File: src/rtl/unified_mem_arbiter.sv
// Shares one single-port 16-bit memory between the fetch and data ports.
// Also registers the responses and runs the halt -> dump -> halted sequence.
module unified_mem_arbiter #(
  parameter int unsigned STARVE_MAX = 3
) (
  input  logic        clk,
  input  logic        rst,
  input  logic        if_req,
  input  logic [15:0] if_addr,
  input  logic        dm_req,
  input  logic        dm_wr,
  input  logic [15:0] dm_addr,
  input  logic [15:0] dm_wdata,
  input  logic        halt,
  output logic        if_gnt,
  output logic        dm_gnt,
  output logic        if_done,
  output logic [15:0] if_rdata,
  output logic        if_err,
  output logic        dm_done,
  output logic [15:0] dm_rdata,
  output logic        dm_err,
  output logic        mem_en,
  output logic        mem_wr,
  output logic [15:0] mem_addr,
  output logic [15:0] mem_wdata,
  output logic        mem_dump,
  input  logic [15:0] mem_rdata,
  output logic        halted
);

  localparam logic [7:0] STARVE_LIM = 8'(STARVE_MAX);

  typedef enum logic [1:0] {RUN, DUMP, HALTED} state_e;

  state_e      state_q, state_d;
  logic [7:0]  starve_q, starve_d;
  logic        if_done_q, if_done_d, if_err_q, if_err_d;
  logic        dm_done_q, dm_done_d, dm_err_q, dm_err_d;
  logic [15:0] if_rdata_q, if_rdata_d, dm_rdata_q, dm_rdata_d;

  logic        grant;
  logic [15:0] sel_addr;
  logic        aligned;

  always_comb begin
    state_d  = state_q;
    if_gnt   = 1'b0;
    dm_gnt   = 1'b0;
    mem_dump = 1'b0;
    case (state_q)
      RUN: begin
        // A pending data access is served before halt takes effect.
        if (halt && !dm_req) begin
          state_d = DUMP;
        end else if (dm_req && (!if_req || halt || starve_q != STARVE_LIM)) begin
          dm_gnt = 1'b1;
        end else if (if_req) begin
          if_gnt = 1'b1;
        end
      end
      DUMP: begin
        mem_dump = 1'b1;
        state_d  = HALTED;
      end
      HALTED: state_d = HALTED;
      default: state_d = RUN;
    endcase
    if (rst) begin
      if_gnt   = 1'b0;
      dm_gnt   = 1'b0;
      mem_dump = 1'b0;
    end
  end

  assign grant     = if_gnt | dm_gnt;
  assign sel_addr  = if_gnt ? if_addr : dm_addr;
  assign aligned   = ~sel_addr[0];
  assign mem_en    = grant & aligned;
  assign mem_wr    = mem_en & dm_gnt & dm_wr;
  assign mem_addr  = mem_en ? sel_addr : 16'h0000;
  assign mem_wdata = (mem_en & dm_gnt) ? dm_wdata : 16'h0000;

  always_comb begin
    starve_d = 8'd0;
    if (if_req && !if_gnt) begin
      starve_d = (starve_q == 8'hFF) ? starve_q : starve_q + 8'd1;
    end
  end

  // Unaligned accesses and writes complete with zero read data.
  always_comb begin
    if_done_d  = if_gnt;
    if_err_d   = if_gnt & sel_addr[0];
    if_rdata_d = if_rdata_q;
    if (if_gnt) begin
      if_rdata_d = aligned ? mem_rdata : 16'h0000;
    end
    dm_done_d  = dm_gnt;
    dm_err_d   = dm_gnt & sel_addr[0];
    dm_rdata_d = dm_rdata_q;
    if (dm_gnt) begin
      dm_rdata_d = (aligned && !dm_wr) ? mem_rdata : 16'h0000;
    end
  end

  always_ff @(posedge clk) begin
    if (rst) begin
      state_q    <= RUN;
      starve_q   <= 8'd0;
      if_done_q  <= 1'b0;
      if_err_q   <= 1'b0;
      if_rdata_q <= 16'h0000;
      dm_done_q  <= 1'b0;
      dm_err_q   <= 1'b0;
      dm_rdata_q <= 16'h0000;
    end else begin
      state_q    <= state_d;
      starve_q   <= starve_d;
      if_done_q  <= if_done_d;
      if_err_q   <= if_err_d;
      if_rdata_q <= if_rdata_d;
      dm_done_q  <= dm_done_d;
      dm_err_q   <= dm_err_d;
      dm_rdata_q <= dm_rdata_d;
    end
  end

  assign if_done  = if_done_q;
  assign if_err   = if_err_q;
  assign if_rdata = if_rdata_q;
  assign dm_done  = dm_done_q;
  assign dm_err   = dm_err_q;
  assign dm_rdata = dm_rdata_q;
  assign halted   = (state_q == HALTED);

endmodule

File: config.mk
export PLATFORM = sky130hd
export DESIGN_NAME = unified_mem_arbiter
export DESIGN_NICKNAME = d
export VERILOG_FILES = /design/src/rtl/unified_mem_arbiter.sv
export SDC_FILE = /design/constraint.sdc
export NUM_CORES = 1
export LEC_CHECK = 0
export ABC_AREA = 1
export CORE_MARGIN = 3
export CORE_UTILIZATION = 38
export CTS_CLUSTER_DIAMETER = 120
export DETAILED_ROUTE_END_ITERATION = 6
export HOLD_SLACK_MARGIN = 0.12
export PLACE_DENSITY_LB_ADDON = 0.2
export REMOVE_ABC_BUFFERS = 1
export SYNTH_ARGS = -nofsm -noshare
export SYNTH_HDL_FRONTEND = slang
export SYNTH_SLANG_ARGS = --single-unit
File: constraint.sdc
create_clock -name clk -period 2 [get_ports clk]
set_input_delay 0.3 -clock clk [delete_from_list [all_inputs] [get_ports clk]]
set_output_delay 0.3 -clock clk [all_outputs]
set_load 0.05 [all_outputs]
; Yosys cells after proc, flatten, opt, wreduce, memory -nomap -nowiden
; Cells that the tools add are included.
[classes]
muxes = 18
shifts = 0
order_cmp = 0
n_addsub = 1
n_mul = 0
div = 0
n_bitwise = 8
n_reduce_logical = 13
eq_ne = 5
[op_table]
columns = operator, n
row1 = 16-bit 2-to-1 mux, 5
row2 = 1-bit 2-to-1 mux, 11
row3 = 8-bit by 1-bit adder with 8-bit output (second input constant), 1
row4 = 8-bit equality test (second input constant), 1
row5 = 8-bit by 2-bit != test with 1-bit output (second input constant), 1
row6 = 1-bit AND, 5
row7 = 1-bit logical AND, 4
row8 = 1-bit zero test, 4
row9 = 2-bit case mux with 2 select lines, 1
row10 = 2-bit OR reduction, 2
row11 = 2-bit by 1-bit equality test with 1-bit output (second input constant), 1
row12 = 2-bit equality test (second input constant), 1
row13 = 2-bit zero test, 1
row14 = 1-bit logical OR, 2
row15 = 2-bit 2-to-1 mux, 1
row16 = 2-bit != test (second input constant), 1
row17 = 1-bit NOT, 2
row18 = 1-bit bitwise OR, 1
[totals]
ramBits = 0
reg_bits = 46
memories = 0
out_inout_bits = 74
latchBits = 0
input_bits = 70
romBits = 0

; Logic depth before layout (Yosys ltp)
[logic_depth]
depth_word = 13
depth_mapped = 12

; Least setup slack after synthesis
; OpenSTA, ideal clock, no wires.
[synth_timing]
path_kind = reg2out
from = reg starve_q[0]
to = out mem_addr[15]
arrival_ns = 2.097
n_path_buf = 1
stages_incl_launch_ff = 11
setup_slack_ns = -0.397
path_cell_list = dfxtp_1 > ha_1 > nand3_1 > nor2_1 > nand2_2 > nand2_2 > nand2_4 > inv_2 > buf_2 > nand2_1 > a21oi_1
[synth_via]
elab_chain_cells = 11
[synth_lines]
columns = element, line
row1 = "start, declared", 37  ; logic [7:0] starve_q, starve_d;
row2 = "start signal, assigned", 119  ; starve_q <= starve_d;
row3 = 8-bit by 2-bit != test with 1-bit output *, 56  ; end else if (dm_req && (!if_req || halt || starve_q != STARVE_LIM)) begin
row4 = 1-bit logical OR *, 56
row5 = 1-bit logical AND *, 56
row6 = 1-bit 2-to-1 mux, 56
row7 = 1-bit 2-to-1 mux, 54  ; if (halt && !dm_req) begin
row8 = 1-bit 2-to-1 mux, 51  ; case (state_q)
row9 = 1-bit 2-to-1 mux, 69  ; if (rst) begin
row10 = 16-bit 2-to-1 mux, 77  ; assign sel_addr = if_gnt ? if_addr : dm_addr;
row11 = 1-bit NOT, 78  ; assign aligned = ~sel_addr[0];
row12 = 1-bit AND, 79  ; assign mem_en = grant & aligned;
row13 = 16-bit 2-to-1 mux *, 81  ; assign mem_addr = mem_en ? sel_addr : 16'h0000;
row14 = "end, declared", 25  ; output logic [15:0] mem_addr,
; Mark *: on every way between the ends. The rest lies on a longest branch, timed or not.

; Worst setup path after layout
; Same ends and word-level chain as after synthesis.

==> parameters.txt <==
Parameter                              Value

Worst hold path
  Capture endpoint of the worst hold path    if_rdata[14]
  Worst hold-check path type    flop to flop
  Count of cells along the worst hold path    2
  Hold path startpoint    if_rdata[14]

Synthesis
  Distinct cell type count after synthesis    30
  Area share of xor/xnor cells in the synthesized design    0.0108
  Library cell occupying the most area in the post-synthesis netlist    sky130_fd_sc_hd__dfxtp_1
  Yosys Warn Count    0
  Total standard cell area after synthesis    about 2400 um2
  Share of synthesized area occupied by flip-flops and latches    0.377
  Biggest area contributors in the synthesized netlist    sky130_fd_sc_hd__dfxtp_1 38%, sky130_fd_sc_hd__nand2_1 9.5%, sky130_fd_sc_hd__a21oi_1 9.0%
  Post-Synth Adder-Cell Area    0.0256
  Synth Area per Inst    around 6.9 um2
  Compound-cell area share of the yosys netlist    0.160
  Synthesized flop and latch total    46
  Top-area cell type share of the netlist area    0.377
  Simple-gate portion of the synthesized area    0.295
  Post-synthesis cell count    roughly 350
  Multiplexer area fraction after synthesis    0
  Main combinational cell family by area after synthesis    simple AND/OR/NAND/NOR gates

Setup path
  CP max stage delay    0.36 ns
  Sort of element at the start of the critical path    flop
  Number of cell instances on the worst register-to-register path    12
  Critical Path RT    1.70 ns
  Data arrival at the endpoint of the critical path    approximately 2.0 ns
  Standard cell with the maximum stage delay on the critical path    sky130_fd_sc_hd__dfxtp_2
  Ordered cell list for the critical path    ha_4 -> nand3_4 -> nor2_4 -> nand2_2 -> nand2_4 -> nand2_4 -> nand2_4 -> nand2_4 -> inv_8 -> o21ai_4 -> buf_12 -> a21oi_4 -> buf_12
  Capture point of the worst reg-to-reg path    dm_rdata[6]
  Count of buffering cells on the critical path with inverters included    3
  Worst reg2reg setup slack    0.15 ns
  Cell type group with the largest total delay on the critical path    simple AND/OR/NAND/NOR gates
  CP most frequent cell    sky130_fd_sc_hd__nand2_4
  Critical path class    flop to output port
  Capturing element type of the critical path    output port
  Maximum fanout along the worst path    5
  Total number of cells along the worst setup path    13
  Reg2Reg Launch Point    starve_q[0]

STA
  Final setup violating endpoints    35
  Relative slew slack    0.621
  Setup WS post-layout    -0.300 ns
  Unrepaired setup endpoints after global routing    yes
  Ratio of final minimum period to clock period    1.15
  Clock period minus final worst setup slack    2.30 ns
  Final setup skew    0.0108 ns
  Highest achievable clock rate    0.435 GHz
  Hold WS    ~0.47 ns
  Transition time at the pin with the least slew margin    about 0.57 ns
  Hold violation total from the final report    0
  Slew Viols, Final    0

Placed design
  Final weighted congestion of routability-driven global placement    a little under 0.9
  Post-DP HPWL    roughly 6700 um
  Number of port buffers    around 140
  Instance area at placement    4390 um2
  Worst slack after detailed placement    -0.506 ns
  Instance count after placement with tap cells included    578

Clock network
  Clock-pin slew on the worst setup and hold paths    ~0.090 ns
  Post-CTS Hold Buffers    0
  CTS sink cnt    46
  Number of H-tree levels    2
  Num CTS Buffers    5
  Max clock buf depth    2
  TritonCTS clock tree    built
  Clock insertion delay at the later pin of the skew report    0.31 ns
  Root buf cell    sky130_fd_sc_hd__clkbuf_8

Final layout
  Antenna cells    0
  Final core utilization    0.846
  Multi-input logic area    1590 um2
  Area growth syn-to-layout    110%
  Storage cell area    around 920 um2
  Number of filler instances in the final layout    a little over 300
  Net count reported at finish    602
  Share of layout cells above drive strength 1    0.286
  Final cell area excluding filler cells    just over 5000 um2
  Post-route insts no fill    approximately 600

Status
  Run status    finished with violations
  Failing checks    negative setup slack

Power
  Leakage power    a little over 2 nW
  Power density of the placed cells    724 nW/um2
  VDD IR max    about 670 uV

Drt
  Vias per cell    ~5.4
  Vias after detailed routing    about 3200
  First-pass detailed-route iteration total    5
  Routed length per placed instance    18.6 um
  Total wirelength of the detailed-routed design    roughly 11000 um
  Detail Route Antenna Nets    0
  Initial drt markers    ~440
  Residual DRC count    0

Global routing
  Total congestion overflow    0
  First-pass GRT wire length    about 16000 um
  Antenna violations before repair    0
  Number of global-route vias before repair    around 3300
  Largest net degree at the start of global routing    26
  GRT Overall Usage    0.285

Floorplanning
  Core footprint    6060 um2
  Floorplan die height    between 80 and 90 um
  Standard-cell rows    28
  Starting Density    0.403
  Die extent in x    around 86 um
  Area enclosed by the die boundary    7420 um2
  IO Pins    ~140

Run
  Count of maximum capacitance violations    0
[cell usage after synthesis (all sizes together)]
cell type  instances
nor4               1
a21oi             53
nor2              54
a31oi              2
conb               1
nand4             17
nand3             14
nor3               2
o21ai             12
a211oi             1
ha                 5
and2               1
buf               13
dfxtp             46
xnor2              2
or2                2
inv               51
clkbuf             8
nand2             67
xor2               1
[logic make-up after synthesis]
family | count (synthesis)
AO/OA/AOI/OAI | 68
XOR/XNOR | 3
adder cells (fa/ha/maj) | 5
buffers and inverters | 72
flip-flops | 46
other | 1
AND/OR/NAND/NOR | 158
[flip-flops by register name (all words and copies together), names as in the netlist]
register and count:
starve_q 8, if_err 1, state_q 2, dm_err 1
if_done 1, dm_rdata 16, dm_done 1, if_rdata 16
[metrics by stage]
stage	total power [W]	TNS, ns
global route	0.00384	-12.09
CTS	0.00359	-8.02
global placement	0.00258	-13.07
finish	0.00371	-8.79
floorplan	0.00183	-20.23
detailed placement	0.00261	-15.33
[report_power, final]
group / total [W] / leakage [nW] / internal [W] / switching (W)
sequential: 0.00102 / 0.374 / 0.000983 / 0.0000414
combinational: 0.00197 / 1.65 / 0.000850 / 0.00112
clock: 0.000715 / 0.0585 / 0.000375 / 0.000340
total: 0.00371 / 2.08 / 0.00221 / 0.00151
[how the worst max path moves through the flow]
stage | slack [ns] | endpoint | from
floorplan | -0.90 | mem_addr[15] | starve_q[0]
global placement | -0.43 | mem_addr[15] | halt
detailed placement | -0.51 | mem_addr[5] | halt
CTS | -0.28 | mem_addr[11] | starve_q[1]
global route | -0.40 | mem_addr[15] | starve_q[0]
finish | -0.30 | mem_addr[15] | starve_q[0]
[worst register-to-register path: stages, from the launching register on]
cell and delay [ns]:
sky130_fd_sc_hd__dfxtp_2 0.36, sky130_fd_sc_hd__ha_4 0.15, sky130_fd_sc_hd__nand3_4 0.06, sky130_fd_sc_hd__nor2_4 0.09, sky130_fd_sc_hd__nand2_2 0.09, sky130_fd_sc_hd__buf_6 0.13, sky130_fd_sc_hd__nand3_4 0.06, sky130_fd_sc_hd__nor2_4 0.06
sky130_fd_sc_hd__buf_8 0.15, sky130_fd_sc_hd__buf_12 0.16, sky130_fd_sc_hd__inv_4 0.17, sky130_fd_sc_hd__nand2_1 0.09, sky130_fd_sc_hd__a21oi_1 0.19
[per-layer routing]
layer / vias up / track usage / routed length [um]
met5: - / 0 / 0
met4: 0 / 0.0964 / 393
met3: 40 / 0.0567 / 936
met2: 200 / 0.552 / 6130
met1: 1534 / 0.302 / 3740
li1: 1470 / - / -
[cells in the final DEF, fill, tap and decap left out, drive strengths merged, types with 12 or more instances in the layout]
master,synthesis,final
nand2,67,69
o21ai,12,12
inv,51,52
a21oi,53,53
buf,13,80
clkdlybuf4s50,0,101
nand3,14,14
nand4,17,17
nor2,54,54
dfxtp,46,46
[final cells by class]
class                           count  area share
Timing Repair Buffer              186       0.429
Sequential cell                    46       0.180
Clock inverter                      3     0.00854
Clock buffer                        5      0.0134
Multi-Input combinational cell    237       0.310
Inverter                           51      0.0398
Tap cell                           75      0.0183
[what timing repair did]
action | CTS | global route
cloned | 2 | 1
setup buffers | 12 | 2
gates resized for setup | 90 | 10
endpoints found under the setup margin | 35 | 49
hold endpoints to repair | 0 | 0
pin swaps | 15 | 6
Note: power is estimated with default switching activity, not from simulation.
==> edit 1 (same settings) <==
Make the reset (`rst`) asynchronous in one clocked block.
--- a/src/rtl/unified_mem_arbiter.sv
+++ b/src/rtl/unified_mem_arbiter.sv
@@ -104,7 +104,7 @@
     end
   end
 
-  always_ff @(posedge clk) begin
+  always_ff @(posedge clk or posedge rst) begin
     if (rst) begin
       state_q    <= RUN;
       starve_q   <= 8'd0;
Formal check against the unedited RTL: differs if rst is asserted again (counterexample within 4 cycles, from zero or initial values and one cycle with rst high); with rst held inactive, the same outputs for 10 cycles.
==> edit 1 against the unedited design <==
The run still ends with negative setup slack left. Global-route usage is 2.0 points lower. Worst setup slack lost 35 ps. Wire length decreased by 4.8%. Sequential cell count is the same. Combinational power rose by 63%. Area after synthesis rose by 4.3%. Core utilization down 0.71 points. Cell area up 5.1%. Die area is 4.0% higher. Power rose by 42%. Clock power shrank 0.8%. Count of clock-buffer cells in the layout is 1 higher. Critical path type unchanged. Largest cell class unchanged. Highest routed layer unchanged.
==> edit 1: results (changes against the unedited design) <==
Post-synth top cells=nand2_1 (125), dfrtp_1 (46), inv_1 (41) (was nand2_1 (62), nor2_1 (52), dfxtp_1 (46), inv_1 (46), a21oi_1 (44)); Initial DRT Pass Iterations=4 (was 5); XOR/XNOR Fraction of Synth Area=0.0172 (was 0.0108); crit path capture=mem_addr[6] (was mem_addr[15]); metal1 wirelength=3.72 mm (was 3.74 mm); Critical R2R Capture=dm_rdata[10]$_DFFE_PP0P_ (was dm_rdata[6]$_SDFFE_PP0P_); hold endpoint=if_rdata[1]$_DFFE_PP0N_ (was if_rdata[14]$_SDFFE_PP0N_); largest net degree at the start of global routing=47 (was 26); met2 Usage GRT=0.483 (was 0.552); via count=2986 (was 3244); Reg2Reg Setup Slack=-30 ps (was 150 ps); CP Launch Point=starve_q[4]$_DFFE_PP0P_ (was starve_q[0]$_SDFFE_PP0P_); post-placement cell area=4570 µm² (was 4390 µm²); max incr delay on CP=400 ps (was 360 ps); Fill cells=355 (was 306); vias in the first global route=3134 (was 3252); starting DRC count in detailed routing=130 (was 443); Final Setup Violations=39 (was 35); top cell type's share of synthesized area=0.452 (was 0.377); Post-CTS Setup Inserts=16 (was 12); Sw Ratio=0.462 (was 0.405); first-pass GRT wire length=15.6 mm (was 16.5 mm); synth top area cells=dfrtp_1 (45%), nand2_1 (18%), inv_1 (6.0%), nor2_1 (4.7%), nand3_1 (3.9%) (was dfxtp_1 (38%), nand2_1 (9.5%), a21oi_1 (9.0%), nor2_1 (8.0%), inv_1 (7.1%)); synth unique cells=27 (was 30); worst-path fanout max=15 (was 5); violated checks=negative setup slack (unchanged); status=finished, violations left (unchanged); met1 usage=0.285 (was 0.302); Routability Congestion=0.780 (was 0.896); asr flop ratio synth=1.00 (was 0); setup ws final=-334 ps (was -300 ps); Slew headroom=0.593 (was 0.621); FF-to-FF path depth=14 (was 12)
-- edit 1: final cells by class --
class,instances,area (µm²),area share
Multi-Input combinational cell,236,1460,0.270
Clock inverter,1,30.0,0.00557
Sequential cell,46,1150,0.214
Tap cell,77,96.3,0.0179
Inverter,50,194,0.0360
Timing Repair Buffer,190,2380,0.441
Clock buffer,6,82.6,0.0153
-- edit 1: metrics by stage --
step	hold slack (ps)	std cells	setup TNS, ps
after floorplan	410	332	-76790
after global placement	461	577	-7560
after detailed placement	464	577	-9470
after CTS	491	602	-8720
after global routing	514	606	-13330
final	490	606	-10410
-- edit 1: power groups by stage --
stage          clock network (mW)  logic (mW)  registers, mW
6_report                    0.709        3.22           1.36
5_1_grt                     0.754        3.37           1.39
4_1_cts                     0.718        3.05           1.35
3_5_place_dp                    0        2.80           1.36
3_3_place_gp                    0        2.75           1.34
2_1_floorplan                   0       0.743           2.20
-- edit 1: critical path, delay by kind of cell, from the launching register on --
family	cells	cell delay, ps
simple gates	8	930
buf+inv	3	410
flops	1	400
==> edit 2 (same settings) <==
Made on the original files. Put one more register stage on the output `dm_err`. The value now appears one clock later. The other outputs are not delayed to match.
--- a/src/rtl/unified_mem_arbiter.sv
+++ b/src/rtl/unified_mem_arbiter.sv
@@ -130,7 +130,9 @@
   assign if_err   = if_err_q;
   assign if_rdata = if_rdata_q;
   assign dm_done  = dm_done_q;
-  assign dm_err   = dm_err_q;
+  always_ff @(posedge clk) begin
+    dm_err <= dm_err_q;
+  end
   assign dm_rdata = dm_rdata_q;
   assign halted   = (state_q == HALTED);
 
Formal check against the unedited RTL: not equivalent (Yosys sat finds a counterexample within 4 cycles, from zero or initial values and one cycle with rst high).
==> edit 2 against the unedited design <==
Area after synthesis up 0.82%. Sequential cell count up 1. Cell area down 2.5%. The run still ends with negative setup slack left. Largest power group unchanged. Global-route usage down 4.0 points. Wire length down 17%. Worst setup slack better by 5.5 ps. Clock power up 21%. Critical path depth down 1. Power up 1.1%.
==> edit 2: results (changes against the unedited design) <==
vias per std cell=4.99 (was 5.38); register area share after synthesis=0.382 (was 0.377); H-tree Lvls=2 (unchanged); worst-path fanout max=8 (was 5); Fill cells=377 (was 306); first-pass GRT wire length=14.6 mm (was 16.5 mm); Primary FF master, synth=dfxtp_1 (unchanged); Final Setup Violations=34 (was 35); Crit-path slowest cell=clkdlybuf4s50_1 (was dfxtp_2); layout cells sized above 1=0.275 (was 0.286); post-placement cell area=4350 µm² (was 4390 µm²); Final nets=597 (was 602); setup ws final=-294 ps (was -300 ps); Routability Congestion=0.877 (was 0.896); XOR/XNOR Fraction of Synth Area=0.0107 (was 0.0108); HP Class=register to register (unchanged); Clock Skew=7.97 ps (was 10.8 ps); HPWL Detailed=6.26 mm (was 6.71 mm); vias in the first global route=2977 (was 3252); complex-gate fraction of the synthesized area=0.159 (was 0.160); Peak VDD IR=489 µV (was 675 µV); GRT Resource Usage Total=0.245 (was 0.285); Post-synth top cells=nand2_1 (62), nor2_1 (52), dfxtp_1 (47) (was nand2_1 (62), nor2_1 (52), dfxtp_1 (46), inv_1 (46), a21oi_1 (44)); Synth Warn #=0 (unchanged); largest net degree at the start of global routing=27 (was 26); Synth Area in Adders=0.0254 (was 0.0256); CP top delay family=buffers and inverters (was simple AND/OR/NAND/NOR gates); violated checks=negative setup slack (unchanged); Post-Route WL=9.27 mm (was 11.2 mm); Static Leak=2.04 nW (was 2.08 nW); synth top area cells=dfxtp_1 (38%), nand2_1 (9.5%), a21oi_1 (8.9%), nor2_1 (7.9%), inv_1 (7.0%) (was dfxtp_1 (38%), nand2_1 (9.5%), a21oi_1 (9.0%), nor2_1 (8.0%), inv_1 (7.1%)); starting DRC count in detailed routing=189 (was 443); worst slew pin tran=559 ps (was 567 ps); Critical Path AT=1990 ps; max incr delay on CP=540 ps (was 360 ps); status=finished, violations left (unchanged)
## edit 2: final timing paths
check	from	end	slack [ps]	cells past startpoint
max	rst	mem_addr[1]	-290	12
min	dm_err_q$_SDFF_PP0_	dm_err$_DFF_P_	370	0
max reg2reg	starve_q[0]$_SDFFE_PP0P_	dm_rdata[9]$_SDFFE_PP0P_	160	12
min reg2reg	dm_err_q$_SDFF_PP0_	dm_err$_DFF_P_	370	0
## edit 2: cell families (layout without fill, tap and decap cells)
group	after synthesis	after routing
buffers and inverters	72	240
adder cells (fa/ha/maj)	5	5
flip-flops	47	47
AND/OR/NAND/NOR	158	159
AO/OA/AOI/OAI	68	68
other	1	1
XOR/XNOR	3	3
## edit 2: final cells by class
cell class                 count  share of cell area
tap                           75              0.0188
multi-input combinational    236               0.307
inverter                      51              0.0393
sequential                    47               0.189
clock inverter                 3              0.0143
timing repair buffer         181               0.418
clock buffer                   5              0.0138
## edit 2: per-stage QoR
| step | setup WS, ps | power, mW | utilization | cells | TNS (ps) |
|---|---|---|---|---|---|
| 2_1_floorplan | -898 | 1.85 | - | 333 | -20230 |
| 3_5_place_dp | -340 | 2.58 | 0.713 | 577 | -14210 |
| 4_1_cts | -278 | 3.69 | 0.812 | 595 | -8470 |
| 3_3_place_gp | -280 | 2.56 | 0.713 | 577 | -11710 |
| 5_1_grt | -353 | 3.90 | 0.820 | 598 | -10640 |
| 6_report | -294 | 3.76 | 0.820 | 598 | -8430 |
## edit 2: what timing repair did
item / CTS / global route
gates cloned: 2 / 0
pin swaps: 12 / 10
buffers inserted: 9 / 3
hold buffers: 0 / 0
setup endpoints to repair: 35 / 40
endpoints found under the hold margin: 0 / 0
resized for setup: 79 / 7
## edit 2: power by group
part | switching (mW) | internal (mW) | total [mW] | leakage (nW)
clock | 0.358 | 0.508 | 0.866 | 0.0703
combinational | 1.05 | 0.794 | 1.85 | 1.59
sequential | 0.0382 | 1.00 | 1.04 | 0.382
total | 1.45 | 2.31 | 3.76 | 2.04
## edit 2: routing by layer
layer,GRT usage,vias up,share of wire,wire [µm]
li1,-,1460,-,-
met1,0.289,1349,0.40,3680
met2,0.451,167,0.50,4650
met3,0.0608,11,0.089,821
met5,0,-,0,0
met4,0.0439,0,0.013,123
